[src/rtl/store_size_ctrl.sv]
// Store-path controller for sw/sh/sb. Word stores write directly; halfword and
// byte stores read the containing word, merge the new lane in and write it back.
module store_size_ctrl (
    input  logic        clk,
    input  logic        reset,
    input  logic        start_i,
    input  logic [1:0]  size_i,
    input  logic [31:0] addr_i,
    input  logic [31:0] rs_data_i,
    input  logic [31:0] mem_rdata_i,
    output logic [31:0] mem_addr_o,
    output logic [31:0] mem_wdata_o,
    output logic        mem_wr_o,
    output logic        busy_o,
    output logic        done_o,
    output logic        exc_o
);

    localparam logic [1:0] SizeWord = 2'b00;
    localparam logic [1:0] SizeHalf = 2'b01;
    localparam logic [1:0] SizeByte = 2'b10;

    typedef enum logic [2:0] {
        StIdle,
        StRead,
        StWait,
        StWrite,
        StDone
    } state_e;

    state_e      state_q;
    logic [1:0]  size_q;
    logic [31:0] addr_q;
    logic [31:0] rs_q;
    logic        err_q;
    logic [31:0] merge_q;
    logic [31:0] merge_d;
    logic [31:0] wdata_q;

    // Merge the latched register value into the word returned by memory.
    always_comb begin
        merge_d = mem_rdata_i;
        case (size_q)
            SizeWord: merge_d = rs_q;
            SizeHalf: begin
                if (addr_q[1]) begin
                    merge_d[31:16] = rs_q[15:0];
                end else begin
                    merge_d[15:0] = rs_q[15:0];
                end
            end
            SizeByte: begin
                unique case (addr_q[1:0])
                    2'b00: merge_d[7:0]   = rs_q[7:0];
                    2'b01: merge_d[15:8]  = rs_q[7:0];
                    2'b10: merge_d[23:16] = rs_q[7:0];
                    2'b11: merge_d[31:24] = rs_q[7:0];
                    default: ;
                endcase
            end
            default: ;
        endcase
    end

    // Store sequencing FSM with request latching and write-data register.
    always_ff @(posedge clk) begin
        if (reset) begin
            state_q <= StIdle;
            size_q  <= 2'b00;
            addr_q  <= 32'h0;
            rs_q    <= 32'h0;
            err_q   <= 1'b0;
            merge_q <= 32'h0;
            wdata_q <= 32'h0;
        end else begin
            unique case (state_q)
                StIdle: begin
                    if (start_i) begin
                        size_q <= size_i;
                        addr_q <= addr_i;
                        rs_q   <= rs_data_i;
                        if (size_i == SizeWord) begin
                            err_q   <= 1'b0;
                            wdata_q <= rs_data_i;
                            state_q <= StWrite;
                        end else if ((size_i == SizeHalf && !addr_i[0]) ||
                                     size_i == SizeByte) begin
                            err_q   <= 1'b0;
                            state_q <= StRead;
                        end else begin
                            // Misaligned halfword or reserved size: no memory access.
                            err_q   <= 1'b1;
                            state_q <= StDone;
                        end
                    end
                end
                StRead: state_q <= StWait;
                StWait: begin
                    // Read data is valid this cycle; capture the merged word.
                    merge_q <= merge_d;
                    wdata_q <= merge_d;
                    state_q <= StWrite;
                end
                StWrite: state_q <= StDone;
                StDone:  state_q <= StIdle;
                default: state_q <= StIdle;
            endcase
        end
    end

    assign mem_addr_o  = {addr_q[31:2], 2'b00};
    assign mem_wdata_o = wdata_q;
    assign mem_wr_o    = (state_q == StWrite);
    assign busy_o      = (state_q != StIdle);
    assign done_o      = (state_q == StDone);
    assign exc_o       = (state_q == StDone) && err_q;

endmodule

[config.mk]
export PLATFORM = sky130hd
export DESIGN_NAME = store_size_ctrl
export DESIGN_NICKNAME = d
export VERILOG_FILES = /design/src/rtl/store_size_ctrl.sv
export SDC_FILE = /design/constraint.sdc
export NUM_CORES = 1
export LEC_CHECK = 0
export CORE_ASPECT_RATIO = 0.8
export CORE_MARGIN = 3
export CORE_UTILIZATION = 41
export DETAILED_ROUTE_END_ITERATION = 6
export PLACE_DENSITY = 0.74
export SYNTH_ARGS = -nofsm -noshare
export SYNTH_HDL_FRONTEND = slang
export SYNTH_SLANG_ARGS = --single-unit
export TNS_END_PERCENT = 1
[constraint.sdc]
create_clock -name clk -period 1.3 [get_ports clk]
set_input_delay 0.26 -clock clk [delete_from_list [all_inputs] [get_ports clk]]
set_output_delay 0.26 -clock clk [all_outputs]
set_load 0.1 [all_outputs]
==> reports/metrics.cfg <==
[power]
ir_drop_uv = 851.3
power_density_nw_per_um2 = 1420
leakage_nw = 3.087
finalPower_w = 0.01133

[placed_design]
gp_congestion = 0.9017
io_buffers = 166
pre_cts_slack_ps = -507.2
place_hpwl_microns = 12290

[global_routing]
antenna_found_initial = 0
grt_pass1_vias = 5160
gr-total-overflow = 0
grt_use_total_pct = 24.43
grt_max_degree = 41
grt_pass1_wl_microns = 26320

[run_status]
violations = negative setup slack
outcome = finished with violations

[synthesis]
synth_area_per_cell_sq_um = 7.691
ys_ff_latch = 102
synth_cell_type_count = 47
netlist_instances = 634
ys_warn_count = 0
netlist_area_sq_um = 4876
synth-seq-area-share_pct = 41.88

[drt]
drtAntennaViolNets = 0
drc = 0
viasPerCell = 5.569
wirelength_microns = 16910
firstDrtPassIters = 5
wl_per_cell_microns = 17.91
drtIter0Drc = 489
num_vias = 5257

[layout]
syn2layout_area_growth_pct = 63.72
nFillCells = 818
nets = 897
seq_area_sq_um = 2059
drive_above_1_share_pct = 23.25
antenna_cells = 0
multiInputGateArea_sq_um = 2429
final_util_pct = 71.08

[sta]
setup_ws_ps = -337.5
rsz0062_at_grt = true
slew_viol_final = 0
period_share_pct = 126.0
setup_viol = 103
period_needed_ps = 1637
clock.fmax_ghz = 0.6107
skew_ps = 9.269
hold_viol_final = 0
tns_ps = -10940
holdWs_ps = 268.9

[die]
die_y_microns = 103.5
ios = 169
die-area_sq_um = 13250
row_count = 34
core_sq_um = 11230
die_w_microns = 127.9
initial_core_util_pct = 43.42

[critical_path]
path_cells = buf_6, nor3b_4, and2_4, buf_12
critPathLaunchType = flip-flop
cp_slowest_cell = dfxtp_4
reg2regPathDepth = 7
cpPeakStageDelay_ps = 360
crit_path_end_kind = output port
crit_required_ps = 1040
cp_max_fo = 3
critPathArrivalTime_ps = 1380
worstSetupPathType = reg -> out

[cts]
path_clk_slew_ps = 70
clk_path_buf_depth = 2
insertion_delay_ps = 350
htreeDepth = 3
cts-buffers-inserted = 9
cts.sinks = 102
cts_tree = yes
root_buffer = clkbuf_16

[min_path]
holdPathStages = 2
hp-class = in -> reg

[job]
maxCapViolCount = 0

==> flip-flops by register name (all words and copies together), names as in the netlist <==
| name | count |
|---|---|
| size_q | 2 |
| state_q | 3 |
| mem_wdata_o | 32 |
| err_q | 1 |
| addr_q | 32 |
| rs_q | 32 |
==> kinds of logic (layout without fill, tap and decap cells) <==
group                  Yosys count  in the layout  share of synthesized area (%)
and+or+nand+nor                236            236                          21.76
DFF                            102            102                          41.88
muxes                            7              7                          1.437
buffers and inverters           88            253                          10.37
AOI/OAI and AO/OA              200            200                          24.48
other                            1              2                        0.07691
==> per-layer routing <==
layer | global-route usage [%] | vias to the layer above | wire length (microns)
met1 | 32.86 | 2459 | 6903
met3 | 6.481 | 35 | 1713
met2 | 38.60 | 288 | 7905
met5 | 0 | - | 0
li1 | - | 2475 | -
met4 | 6.894 | 0 | 384
==> cell type report <==
| cell class | count | share of cell area, % |
|---|---|---|
| repair buffers | 232 | 37.19 |
| multi-input cells | 445 | 30.42 |
| clock buffers | 11 | 3.166 |
| well taps | 144 | 2.257 |
| flip-flops and latches | 102 | 25.80 |
| clock inverters | 4 | 0.8777 |
| inverters | 6 | 0.2821 |
==> report_power, final <==
part / total (W) / switching, W / internal (W)
clock: 0.00295 / 0.00117 / 0.00178
sequential: 0.00379 / 0.000354 / 0.00344
combinational: 0.00459 / 0.00277 / 0.00182
total: 0.0113 / 0.00430 / 0.00703
==> per-stage QoR <==
step,cell area [sq um],std cells
final,7983,944
after global routing,7983,944
after CTS,7890,943
after detailed placement,7517,926
after global placement,7517,926
after floorplan,4903,635
==> synthesized netlist by cell type (all sizes together) <==
| master | n | area, sq um |
|---|---|---|
| a2111oi | 1 | 8.760 |
| a211oi | 4 | 30.03 |
| a21o | 7 | 52.55 |
| a21oi | 111 | 566.8 |
| a221o | 9 | 90.09 |
| a221oi | 1 | 8.760 |
| a311o | 4 | 40.04 |
| a31oi | 3 | 18.77 |
| and2 | 3 | 18.77 |
| and4b | 1 | 13.76 |
| buf | 57 | 389.1 |
| clkbuf | 25 | 93.84 |
| clkinv | 1 | 3.750 |
| conb | 1 | 3.750 |
| dfxtp | 102 | 2042 |
| inv | 5 | 18.77 |
| mux2i | 7 | 70.07 |
| nand2 | 165 | 621.9 |
| nand2b | 10 | 65.06 |
| nand3 | 17 | 85.08 |
| nand4 | 4 | 25.02 |
| nor2 | 16 | 86.34 |
| nor2b | 5 | 31.28 |
| nor3 | 6 | 40.04 |
| nor3b | 3 | 32.53 |
| nor4 | 4 | 25.02 |
| nor4bb | 1 | 10.01 |
| o211ai | 21 | 157.7 |
| o21a | 1 | 7.510 |
| o21ai | 32 | 163.9 |
| o21ba | 1 | 10.01 |
| o221a | 1 | 11.26 |
| o221ai | 1 | 8.760 |
| o22ai | 3 | 18.77 |
| or2 | 1 | 6.260 |
==> worst paths after layout <==
check / from / end / slack [ps]
max: state_q[0] / exc_o / -340
min: reset / rs_q[29] / 270
max reg2reg: state_q[2] / mem_wdata_o[9] / -300
min reg2reg: rs_q[30] / rs_q[30] / 460
==> repair_timing <==
action                                 CTS  global route
setup endpoints to repair              102           103
resized for setup                       13            24
endpoints found under the hold margin    0             0
buffers inserted                         2             1
hold buffers                             0             0
pin swaps                                2             2
==> cell usage in the layout, fill, tap and decap left out, types with 4 or more instances in the layout <==
master	netlist	layout
a21o_1	7	7
a21oi_1	110	107
a221o_1	9	9
a311o_1	4	4
buf_12	0	76
buf_4	39	49
buf_6	1	7
clkbuf_16	0	9
clkdlybuf4s50_1	0	97
dfxtp_1	102	96
dfxtp_4	0	4
inv_1	5	5
mux2i_1	7	7
nand2_1	164	163
nand2b_1	9	8
nand3_1	17	17
nand4_1	4	4
nor2_1	13	10
nor2b_1	5	5
nor3_1	4	4
nor4_1	4	4
o211ai_1	21	21
o21ai_0	22	20
o21ai_1	9	10
==> critical path: cells and delay by family, from the launching register on <==
kind | cells | cell delay [ps]
buffers and inverters | 2 | 290
AND/OR/NAND/NOR | 2 | 390
flip-flops | 1 | 360
(Power assumes the default switching activity.)
